$ cat config.mk
export PLATFORM = sky130hd
export DESIGN_NAME = rf_tx_sequencer
export DESIGN_NICKNAME = d
export VERILOG_FILES = /design/src/rtl/rf_tx_pkg.sv /design/src/rtl/rf_tx_serializer.sv /design/src/rtl/rf_tx_sequencer.sv
export SDC_FILE = /design/constraint.sdc
export NUM_CORES = 1
export LEC_CHECK = 0
export BUFFER_PORTS_ARGS = -buffer_cell sky130_fd_sc_hd__buf_4
export CAP_MARGIN = 20
export CELL_PAD_IN_SITES_DETAIL_PLACEMENT = 0
export CELL_PAD_IN_SITES_GLOBAL_PLACEMENT = 2
export CORE_MARGIN = 1.5
export CORE_UTILIZATION = 39
export CTS_CLUSTER_SIZE = 30
export DETAILED_ROUTE_END_ITERATION = 10
export HOLD_SLACK_MARGIN = 0.02
export PLACE_DENSITY = 0.87
export SYNTH_ARGS = -nofsm -noshare
export SYNTH_HDL_FRONTEND = slang
export SYNTH_SLANG_ARGS = --single-unit
$ cat constraint.sdc
create_clock -name clk -period 3.6 [get_ports clk]
set_input_delay 0.18 -clock clk [delete_from_list [all_inputs] [get_ports clk]]
set_output_delay 0.18 -clock clk [all_outputs]
set_load 0.01 [all_outputs]
$ cat src/rtl/rf_tx_pkg.sv
// Shared types and constants for the RF transmit sequencer: FSM state encoding,
// frame-mode encoding and a helper that sizes counters from their maximum value.
package rf_tx_pkg;

    typedef enum logic [2:0] {
        ST_IDLE    = 3'd0,
        ST_PWR_ON  = 3'd1,
        ST_ISO_OFF = 3'd2,
        ST_SHIFT   = 3'd3,
        ST_DONE    = 3'd4,
        ST_PWR_OFF = 3'd5
    } state_e;

    localparam logic MODE_FULL  = 1'b0;
    localparam logic MODE_SHORT = 1'b1;
    localparam int   SHORT_LEN  = 8;

    // Number of bits needed to hold any value in 0..max_value (at least 1).
    function automatic int cnt_width(input int max_value);
        int w;
        w = 1;
        while ((64'd1 << w) <= 64'(max_value)) begin
            w = w + 1;
        end
        return w;
    endfunction

endpackage

$ cat src/rtl/rf_tx_serializer.sv
// MSB-first serializer: holds each bit for BIT_DIV clocks and flags the final
// clock of the last bit period so the sequencer can leave SHIFT on time.
module rf_tx_serializer
    import rf_tx_pkg::*;
#(
    parameter  int DATA_WIDTH = 32,
    parameter  int BIT_DIV    = 4,
    localparam int LEN_W      = cnt_width(DATA_WIDTH)
) (
    input  logic                  clk,
    input  logic                  resetn,
    input  logic                  load_i,
    input  logic [DATA_WIDTH-1:0] payload_i,
    input  logic [LEN_W-1:0]      length_i,
    output logic                  tx_serial_o,
    output logic                  tx_valid_o,
    output logic                  last_bit_o
);

    localparam int DIV_W = cnt_width(BIT_DIV);

    logic [DATA_WIDTH-1:0] shift_q, shift_d;
    logic [LEN_W-1:0]      bit_q, bit_d;
    logic [LEN_W-1:0]      len_q, len_d;
    logic [DIV_W-1:0]      div_q, div_d;
    logic                  valid_q, valid_d;
    logic                  bit_end;
    logic                  last;

    always_comb begin
        // NOTE: every variable gets a default before any branch, so no path can infer a latch.
        shift_d = shift_q;
        bit_d   = bit_q;
        len_d   = len_q;
        div_d   = div_q;
        valid_d = valid_q;
        bit_end = valid_q && (div_q == DIV_W'(BIT_DIV - 1));
        last    = bit_end && (bit_q == len_q - LEN_W'(1));

        if (load_i) begin
            // Left-align short frames so the MSB of the frame sits at the top.
            shift_d = payload_i << (LEN_W'(DATA_WIDTH) - length_i);
            bit_d   = '0;
            div_d   = '0;
            len_d   = length_i;
            valid_d = 1'b1;
        end else if (bit_end) begin
            div_d = '0;
            if (last) begin
                valid_d = 1'b0;
            end else begin
                bit_d   = bit_q + LEN_W'(1);
                shift_d = shift_q << 1;
            end
        end else if (valid_q) begin
            div_d = div_q + DIV_W'(1);
        end
    end

    // NOTE: sequential state uses non-blocking assignments so all registers update together.
    always_ff @(posedge clk or negedge resetn) begin
        if (!resetn) begin
            shift_q <= '0;
            bit_q   <= '0;
            len_q   <= '0;
            div_q   <= '0;
            valid_q <= 1'b0;
        end else begin
            shift_q <= shift_d;
            bit_q   <= bit_d;
            len_q   <= len_d;
            div_q   <= div_d;
            valid_q <= valid_d;
        end
    end

    assign tx_serial_o = valid_q & shift_q[DATA_WIDTH-1];
    assign tx_valid_o  = valid_q;
    assign last_bit_o  = last;

endmodule

$ cat src/rtl/rf_tx_sequencer.sv
// RF transmit sequencer: powers up the transmitter, releases isolation, sends one
// frame through the serializer, pulses rf_tx_done and optionally powers back down.
module rf_tx_sequencer
    import rf_tx_pkg::*;
#(
    parameter int DATA_WIDTH   = 32,
    parameter int PWRUP_CYCLES = 16,
    parameter int ISO_CYCLES   = 2,
    parameter int BIT_DIV      = 4
) (
    input  logic                  clk,
    input  logic                  resetn,
    input  logic                  rf_tx_start,
    input  logic                  rf_tx_mode,
    input  logic                  rf_power_domain,
    input  logic [DATA_WIDTH-1:0] rf_tx_data,
    output logic                  rf_tx_done,
    output logic                  tx_pwr_en,
    output logic                  tx_iso_n,
    output logic                  tx_serial,
    output logic                  tx_valid,
    output logic                  busy
);

    localparam int LEN_W  = cnt_width(DATA_WIDTH);
    localparam int PH_MAX = (PWRUP_CYCLES > ISO_CYCLES) ? PWRUP_CYCLES : ISO_CYCLES;
    localparam int PH_W   = cnt_width(PH_MAX);

    state_e                state_q, state_d;
    logic                  start_q;
    logic                  pending_q, pending_d;
    logic [PH_W-1:0]       phase_q, phase_d;
    logic                  pwr_en_q, pwr_en_d;
    logic                  iso_n_q, iso_n_d;
    logic [DATA_WIDTH-1:0] data_sh_q, data_sh_d;
    logic                  mode_sh_q, mode_sh_d;

    logic                  start_edge;
    logic                  req;
    logic                  pwr_off_idle;
    logic                  launch;
    logic                  ser_load;
    logic                  ser_short;
    logic [DATA_WIDTH-1:0] ser_payload;
    logic [LEN_W-1:0]      ser_len;
    logic                  last_bit;

    assign start_edge   = rf_tx_start & ~start_q;
    assign req          = start_edge | pending_q;
    // Powering down an idle, powered transmitter wins over a launch in the same cycle.
    assign pwr_off_idle = (state_q == ST_IDLE) && pwr_en_q && !rf_power_domain;
    assign launch       = (state_q == ST_IDLE) && req && !pwr_off_idle;

    always_ff @(posedge clk or negedge resetn) begin
        if (!resetn) begin
            state_q <= ST_IDLE;
        end else begin
            state_q <= state_d;
        end
    end

    always_comb begin
        state_d = state_q;
        case (state_q)
            ST_IDLE: begin
                if (pwr_off_idle)  state_d = ST_PWR_OFF;
                else if (req)      state_d = pwr_en_q ? ST_SHIFT : ST_PWR_ON;
            end
            ST_PWR_ON:  if (phase_q == PH_W'(PWRUP_CYCLES - 1)) state_d = ST_ISO_OFF;
            ST_ISO_OFF: if (phase_q == PH_W'(ISO_CYCLES - 1))   state_d = ST_SHIFT;
            ST_SHIFT:   if (last_bit)                           state_d = ST_DONE;
            ST_DONE:    state_d = rf_power_domain ? ST_IDLE : ST_PWR_OFF;
            ST_PWR_OFF: if (phase_q == PH_W'(ISO_CYCLES - 1))   state_d = ST_IDLE;
            default:    state_d = ST_IDLE;
        endcase
    end

    always_comb begin
        rf_tx_done = (state_q == ST_DONE);
        busy       = (state_q != ST_IDLE);
        tx_pwr_en  = pwr_en_q;
        tx_iso_n   = iso_n_q;
    end

    always_comb begin
        pending_d = pending_q;
        phase_d   = '0;
        pwr_en_d  = pwr_en_q;
        iso_n_d   = iso_n_q;
        data_sh_d = data_sh_q;
        mode_sh_d = mode_sh_q;

        // One-deep request memory: later edges while pending are simply absorbed.
        if (launch)          pending_d = 1'b0;
        else if (start_edge) pending_d = 1'b1;

        if (launch) begin
            data_sh_d = rf_tx_data;
            mode_sh_d = rf_tx_mode;
        end

        if (state_d == state_q &&
            (state_q == ST_PWR_ON || state_q == ST_ISO_OFF || state_q == ST_PWR_OFF)) begin
            phase_d = phase_q + PH_W'(1);
        end

        if (state_d == ST_PWR_ON && state_q != ST_PWR_ON)       pwr_en_d = 1'b1;
        else if (state_q == ST_PWR_OFF && state_d == ST_IDLE)   pwr_en_d = 1'b0;

        if (state_q == ST_ISO_OFF && state_d == ST_SHIFT)       iso_n_d = 1'b1;
        else if (state_d == ST_PWR_OFF && state_q != ST_PWR_OFF) iso_n_d = 1'b0;
    end

    always_ff @(posedge clk or negedge resetn) begin
        if (!resetn) begin
            start_q   <= 1'b1;
            pending_q <= 1'b0;
            phase_q   <= '0;
            pwr_en_q  <= 1'b0;
            iso_n_q   <= 1'b0;
            data_sh_q <= '0;
            mode_sh_q <= MODE_FULL;
        end else begin
            start_q   <= rf_tx_start;
            pending_q <= pending_d;
            phase_q   <= phase_d;
            pwr_en_q  <= pwr_en_d;
            iso_n_q   <= iso_n_d;
            data_sh_q <= data_sh_d;
            mode_sh_q <= mode_sh_d;
        end
    end

    // A powered launch loads straight from the inputs; otherwise from the shadow copy.
    assign ser_load    = (state_d == ST_SHIFT) && (state_q != ST_SHIFT);
    assign ser_short   = launch ? rf_tx_mode : mode_sh_q;
    assign ser_payload = launch ? rf_tx_data : data_sh_q;
    assign ser_len     = (ser_short == MODE_SHORT) ? LEN_W'(SHORT_LEN) : LEN_W'(DATA_WIDTH);

    rf_tx_serializer #(
        .DATA_WIDTH (DATA_WIDTH),
        .BIT_DIV    (BIT_DIV)
    ) u_serializer (
        .clk         (clk),
        .resetn      (resetn),
        .load_i      (ser_load),
        .payload_i   (ser_payload),
        .length_i    (ser_len),
        .tx_serial_o (tx_serial),
        .tx_valid_o  (tx_valid),
        .last_bit_o  (last_bit)
    );

endmodule

# Word level (Yosys, flattened, before mapping)
# Index checks and enable logic that the tools add are counted.
# word_totals
ff_bits	93
inputBits	37
out_inout_bits	6
wordCells	98
# classes
addsub	5
n_eq_ne	17
n_shift	1
n_mux	31
bitwise	4
reduce_logical	27
# ops
op	count
$mux 32	4
$shl 32x6->32	1
$mux 3	10
$mux 6	4
$pmux 3 s6	1
$eq 3x2->1 const B	4
$logic_and 1x1->1	12
$mux 1	10
$reduce_bool 2->1	5
$eq 3x3->1 const B	3
$add 6x1->6 const B	1
$eq 3x1->1 const B	2
$eq 6x6->1	1
$logic_not 3->1	2
$reduce_bool 3->1	2
$sub 6x1->6 const B	1
$sub 6x6->6 const A	1
$add 5x1->5 const B	1
$eq 5x1->1 const B	1
$eq 5x4->1 const B	1
$mux 5	1
$reduce_and 2->1	2
$add 3x1->3 const B	1
$eq 3x3->1	1
other kinds (10)	13

# Depth between registers and ports, before layout
# Gate-level depths: netlist (run 1).
# logic_depth
depth_word	10
ltp_mapped	9
ltp_nobuf	8

# By module
# A second synthesis (run 1) with hierarchy kept.
# unflattened
cells_unflattened	568
area_unflattened_um2	5931.9
# by_module_without_submodules
mod	n_inst	cells_per_inst	area_per_inst_um2	seq_area_each_um2
rf_tx_serializer	1	422	3890.0	1201.2
rf_tx_sequencer	1	146	2042.0	1127.3

# Least setup slack after synthesis (run 1)
# No wires, ideal clock.
# synth_path
path_type	reg2reg
start	reg phase_q[0]
end	reg u_serializer.len_q[5]
setup_time_ns	0.125
arrival_ns	1.950
t_required_ns	3.475
path_slack_ns	1.525
stages_incl_launch_ff	10
path_buffers	1
synth_period_minus_slack_ns	2.075
cell_sequence	dfrtp_1 > ha_1 > and3_1 > ha_1 > a21o_1 > nor2_1 > a211o_4 > and2_4 > buf_6 > mux2_4
# synth_via
elab_chain_len	5
word_cells_on_any_way	8
classes_between	eq/ne: 3; mux: 4; reduce/logical: 1
# synth_rtl
element	line_no	text
from (decl)	rf_tx_sequencer.sv:32	logic [PH_W-1:0] phase_q, phase_d;
from (signal assigned)	rf_tx_sequencer.sv:126	phase_q <= phase_d;
$eq 5x1->1 / $eq 5x4->1 (equally long branches)	rf_tx_sequencer.sv:70, rf_tx_sequencer.sv:73, rf_tx_sequencer.sv:69	
$mux 3, on equally long branches	rf_tx_sequencer.sv:73, rf_tx_sequencer.sv:69, rf_tx_sequencer.sv:70	
$pmux 3 s6 (*)	rf_tx_sequencer.sv:64	case (state_q)
$eq 3x2->1 (*)	rf_tx_sequencer.sv:135	assign ser_load = (state_d == ST_SHIFT) && (state_q != ST_SHIFT);
$logic_and 1x1->1 (*)	rf_tx_sequencer.sv:135	
to (signal assigned)	rf_tx_serializer.sv:71	len_q <= len_d;
to (decl)	rf_tx_serializer.sv:24	logic [LEN_W-1:0] len_q, len_d;
# Mark *: on every way between the ends. The rest lies on a longest branch, timed or not.
# A chain may end at the register's enable or synchronous reset.

# Worst setup path after layout (run 1)
# layout_path
start	reg u_serializer.bit_q[5]
end	reg u_serializer.shift_q[31]
# layout_via
elab_chain_len	8
word_cells_on_any_way	10
classes_between	eq/ne: 3; mux: 3; reduce/logical: 4
# layout_rtl
element	line_no	text
from (decl)	rf_tx_serializer.sv:23	logic [LEN_W-1:0] bit_q, bit_d;
from (signal assigned)	rf_tx_serializer.sv:70	bit_q <= bit_d;
$eq 6x6->1 (*)	rf_tx_serializer.sv:38	last = bit_end && (bit_q == len_q - LEN_W'(1));
$logic_and 1x1->1 (*)	rf_tx_serializer.sv:38	
$mux 3	rf_tx_sequencer.sv:71	ST_SHIFT: if (last_bit) state_d = ST_DONE;
$pmux 3 s6	rf_tx_sequencer.sv:64	
$eq 3x2->1	rf_tx_sequencer.sv:135	
$logic_and 1x1->1	rf_tx_sequencer.sv:135	
$ne 2x2->1 (no line) / $reduce_bool 2->1 (equally long branches)	--	
$reduce_and 2->1 (no line)	--	
to (signal assigned)	rf_tx_serializer.sv:69	shift_q <= shift_d;
to (decl)	rf_tx_serializer.sv:22	logic [DATA_WIDTH-1:0] shift_q, shift_d;
# Marks and branches as above.

==> results of run 1 <==
worst max-delay path, stage by stage (launching register included):
cell	delay, ps
dfrtp_1	400
xor2_1	190
mux2i_1	440
o21a_2	850
mux2i_1	280
mux2i_1	100
stage by stage:
stage          instance area (um^2)  std cells  total power, mW
2_1_floorplan                  4680        403             3.37
3_3_place_gp                   5080        562             3.71
3_5_place_dp                   5080        562             3.79
4_1_cts                        5440        579             4.88
5_1_grt                        5440        579             5.20
6_report                       5440        579             4.82
registers in the layout, summed over array words and instances (netlist names), 2 cells and up:
register / count
u_serializer.len_q: 2
u_serializer.bit_q: 6
phase_q: 5
data_sh_q: 32
state_q: 3
u_serializer.div_q: 3
u_serializer.shift_q: 32
final cells by class:
type	instances	area, um^2
fill	1077	6130
multi-input combinational	279	2310
sequential	89	2230
timing repair buffer	45	353
clock buffer	10	229
tap	143	179
clock inverter	6	115
inverter	7	26.3
synth_stat cells, types with 2 or more instances:
master / n
dfrtp_1: 88
mux2i_1: 75
mux2_2: 40
a31oi_1: 25
nor3b_1: 25
clkbuf_1: 18
nand2_1: 17
nor2_1: 16
a21oi_1: 11
o21ai_0: 10
inv_1: 7
buf_4: 6
nor3_1: 6
ha_1: 5
o21a_1: 4
a21o_1: 3
and3_1: 3
buf_2: 3
nand2b_1: 3
xor2_1: 3
and2_1: 2
nand3_1: 2
nand3b_1: 2
nor2b_1: 2
nor2b_4: 2
or3_1: 2
xnor2_1: 2
where the power goes:
group	total [mW]	switching, mW	leakage (nW)	internal [mW]
Combinational	1.93	0.940	1.23	0.986
Clock	1.08	0.395	0.163	0.683
Sequential	1.82	0.351	1.08	1.47
Total	4.82	1.69	2.47	3.13
per-layer routing:
metal | share of wire, % | wire (um) | vias to the layer above
met1 | 50 | 4410 | 1507
met2 | 46 | 4040 | 45
met5 | 0 | 0 | -
li1 | - | - | 1539
met4 | 1.0 | 90 | 0
met3 | 3.1 | 274 | 8
worst paths after layout:
kind,startpoint,to,slack [ps],cells after the start
max,u_serializer.bit_q[5],u_serializer.shift_q[31],1190,5
min,resetn,u_serializer.div_q[2],-20,1
max reg2reg,u_serializer.bit_q[5],u_serializer.shift_q[31],1190,5
min reg2reg,phase_q[0],phase_q[0],490,1
max in group asynchronous,resetn,u_serializer.shift_q[27],2800,2
min in group clk,rf_tx_data[23],data_sh_q[23],80,2
repair_timing:
action / CTS / global route
setup endpoints to repair: 0 / 0
resized for setup: 0 / 0
hold endpoints to repair: 1 / 0
hold buffers: 1 / 0
setup buffers: 0 / 0
cells by family (layout without fill, tap and decap cells):
group,count (synthesis),in the layout,share of synthesized area [%]
muxes,116,116,26.0
DFF,89,89,47.6
and+or+nand+nor,90,90,11.8
adders and majority gates,5,5,1.34
buffers and inverters,35,68,3.53
xor gates and xnor gates,5,5,0.936
AOI/OAI and AO/OA,63,63,8.79
==> results.cfg, run 1 <==
[placed_design]
dpl.hpwl_um = 5690
gp_congestion = 0.762
io_buffers = 42
preCtsSetupSlack_ps = 1170

[sta]
holdWs_ps = -16.3
worstMarginPinSlew_ps = 955
fin_crit_ps = 2410
slew_violations = 0
fin_ws_ps = 1190
finalSetupViolCount = 0
fin_worst_skew_ps = 9.71
finalHoldViolations = 29
rsz0062_at_grt = no
tns_ps = 0
clock.fmax_ghz = 0.415
maxSlewHeadroom_pct = 36.3
period_share_pct = 67.0

[layout]
drive_gt1_share_pct = 25.7
syn_to_final_growth_pct = 16.1
fin_util_pct = 47.0
layout_common_cells = 88 x dfrtp_1, 75 x mux2i_1, 43 x buf_4, 40 x mux2_2
layout.nets = 473
diodes = 0
layout_commonest_cell = dfrtp_1

[pwr]
leakage_nw = 2.47
power_density_nw_per_um2 = 887
ir_worst_vdd_mv = 0.346

[global_route]
busiest_layer = met2
grt_first_pass_wirelength_um = 15400
grt_use_met2_pct = 23.8
grt_max_degree = 98
grt_overflow = 0
grtUsageMet1_pct = 21.2
grtUsageMet3_pct = 3.24
track_usage_pct = 15.1
first_global_vias = 3095
antenna_found_initial = 0

[yosys]
ys_types = 48
netlist_area_um2 = 4680
synth_edf_count = 0
synth.largest_area_cell = dfrtp_1
ys_seq_elements = 89
synthArstFlopShare_pct = 100
synth-main-ff-cell = dfrtp_1
syn_nets = 445
ys_top_cells_by_area = dfrtp_1 47%, mux2i_1 16%, mux2_2 9.6%
synth_cells = 403
synth_area_per_cell_um2 = 11.6
netlist.area_leader.share_pct = 47.0
yosysWarningCount = 0
yosysSeqAreaShare_pct = 47.6

[setup_path]
crit_path_start_kind = flip-flop
cp_max_fo = 31
criticalPathCategory = flip-flop to flip-flop
cp.arrival_ps = 2600
cp.required_ps = 3790
worst_setup_path_end_kind = flip-flop

[status]
outcome = finished with violations
violations = DRC, hold timing

[detailed_routing]
drt-total-wl_um = 8810
drt-pass1-iter-count = 7
drt_iter0_markers = 152
wl_per_cell_um = 15.2
routed_via_density = 5.35
vias = 3099
ant_nets = 0
drc_errors = 3

[cts]
worstSkewPairLatency_ps = 330
tritoncts = done
cts.sinks = 89
clk_path_buf_depth = 2
numCtsBuffers = 9
clkTransAtPathRegs_ps = 60
cts-root-buf = clkbuf_16
cts_max_level = 3

[die]
io_pins = 43
dieArea_um2 = 12700
num_rows = 39
fp.dieH_um = 113
die_w_um = 113
coreArea_um2 = 11600
start_util_pct = 40.5

[worst_hold_path]
hp-class = input pin to async pin

[job]
cap_violations = 0
Note: power is estimated with default switching activity, not from simulation.
==> inputs of run 2 (changes only) <==
==> constraint.sdc (replaced) <==
create_clock -name clk -period 2.5 [get_ports clk]
set_input_delay 0.125 -clock clk [delete_from_list [all_inputs] [get_ports clk]]
set_output_delay 0.125 -clock clk [all_outputs]
set_load 0.01 [all_outputs]
==> run 2 against run 1 <==
Compared with the run above:
- the flow now finishes without violations
- critical path depth increased by 4
- sequential power up 41%
- routed wire length up 3.4%
- utilization is 1.9 points higher
- sequential share of layout area decreased by 1.6 points
- sequential cell count stayed put
- combinational power is 54% higher
- clock skew is 4.0 ps lower
- largest power group unchanged
==> results.cfg, run 2 (synthesis gave the netlist of run 1 again) <==
[global_route]
first_global_vias = 3409
grt_overflow = 0
grt_first_pass_wirelength_um = 16100
grt_max_degree = 98
track_usage_pct = 15.9
antenna_found_initial = 0

[pwr]
leakage_nw = 2.57
power_density_nw_per_um2 = 1200
ir_worst_vdd_mv = 0.563
p_total_mw = 6.78

[placed_design]
post_dp_cell_area_um2 = 5160
preCtsSetupSlack_ps = 350
io_buffers = 42
gp_congestion = 0.767
dpl.hpwl_um = 5890

[layout]
layout_commonest_cell = dfrtp_1
seq_area_um2 = 2230
nFillCells = 1037
layout.nets = 501
syn_to_final_growth_pct = 20.7
drive_gt1_share_pct = 25.5
fin_util_pct = 48.9
reg_top3 = data_sh_q (32), u_serializer.shift_q (32), u_serializer.bit_q (6)
diodes = 0
fin_area_um2 = 5650
multi_input_area_um2 = 2310
layout_common_cells = 88 x dfrtp_1, 75 x mux2i_1, 48 x buf_4, 40 x mux2_2

[sta]
maxSlewHeadroom_pct = 40.2
tns_ps = 0
fin_ws_ps = 333
clock.fmax_ghz = 0.461
finalSetupViolCount = 0
period_share_pct = 86.7
fin_worst_skew_ps = 5.76
finalHoldViolations = 0
worstMarginPinSlew_ps = 897
slew_violations = 0
rsz0062_at_grt = no
fin_crit_ps = 2170

[setup_path]
crit_path_start_kind = flip-flop
worst_setup_path_end_kind = flip-flop
criticalPathCategory = flip-flop to flip-flop
cpLargestDelayFamily = compound AO/OA/AOI/OAI gates
cp_max_fo = 14
cp.required_ps = 2750
cp.arrival_ps = 2420
critPathBufInv = 1
cpPeakStageDelay_ps = 390
crit_chain = ha_1 -> and3_1 -> ha_1 -> a21o_1 -> nor2_1 -> a211o_4 -> nand2_4 -> buf_4 -> mux2i_1
slowest_stage = dfrtp_1
critPathMostFrequentCell = ha_1

[cts]
numCtsBuffers = 9
clkTransAtPathRegs_ps = 60
tritoncts = done
cts_resized = 0
worstSkewPairLatency_ps = 340
cts-root-buf = clkbuf_16
cts_max_level = 3
post_cts_buffers = 0
cts.sinks = 89
clk_path_buf_depth = 2

[detailed_routing]
wl_per_cell_um = 15.1
drc_errors = 0
drt-pass1-iter-count = 6
vias = 3176
drt_iter0_markers = 124
ant_nets = 0
drt-total-wl_um = 9110
routed_via_density = 5.25

[die]
dieArea_um2 = 12700
num_rows = 39
coreArea_um2 = 11600
start_util_pct = 40.5
die_w_um = 113
fp.dieH_um = 113
io_pins = 43

[worst_hold_path]
hp-class = input pin to flip-flop

[job]
cap_violations = 0

[status]
outcome = finished, final reports clean
## run 2: cell count changes in the layout (fill, tap and decap cells not counted), moves of 2 or more
cell	delta
buf_12	+2
buf_4	+5
clkinv_2	+2
bufinv_16	-3
clkbuf_8	+2
dlygate4sd3_1	+21
## run 2: power by group
part	total [mW]	switching [mW]	internal (mW)
sequential	2.56	0.445	2.11
clock	1.24	0.527	0.713
combinational	2.98	1.45	1.53
## run 2: per-layer routing
layer	vias to the layer above	global-route usage (%)	wire length [um]
met2	52	27.6	4520
li1	1581	-	-
met3	6	4.10	296
met5	-	0	0
met1	1537	19.6	4250
met4	0	4.64	42
## run 2: final timing paths
path                                                 end           start  slack, ps  cells past startpoint
worst max register to register  u_serializer.shift_q[12]      phase_q[0]        330                      9
max in group asynchronous       u_serializer.shift_q[23]          resetn       1300                      3
min in group asynchronous          u_serializer.div_q[1]          resetn        440                      2
worst min-delay path                       data_sh_q[16]  rf_tx_data[16]         40                      2
worst max-delay path            u_serializer.shift_q[12]      phase_q[0]        330                      9
worst min register to register                phase_q[0]      phase_q[0]        490                      1
## run 2: layout make-up
type / instances / share of cell area [%]
clock buffer: 11 / 4.47
clock inverter: 3 / 0.310
inverter: 7 / 0.465
multi-input combinational: 279 / 40.8
sequential: 89 / 39.4
tap: 143 / 3.17
timing repair buffer: 73 / 11.3
## run 2: timing repair
action,in CTS,in global routing
hold buffers,22,0
endpoints found under the setup margin,0,0
endpoints found under the hold margin,86,0
## run 2: stage by stage
step	cells	hold slack, ps
after floorplan	403	-171
after global placement	569	245
after detailed placement	569	246
after CTS	605	22.0
after global routing	605	28.0
final	605	36.7
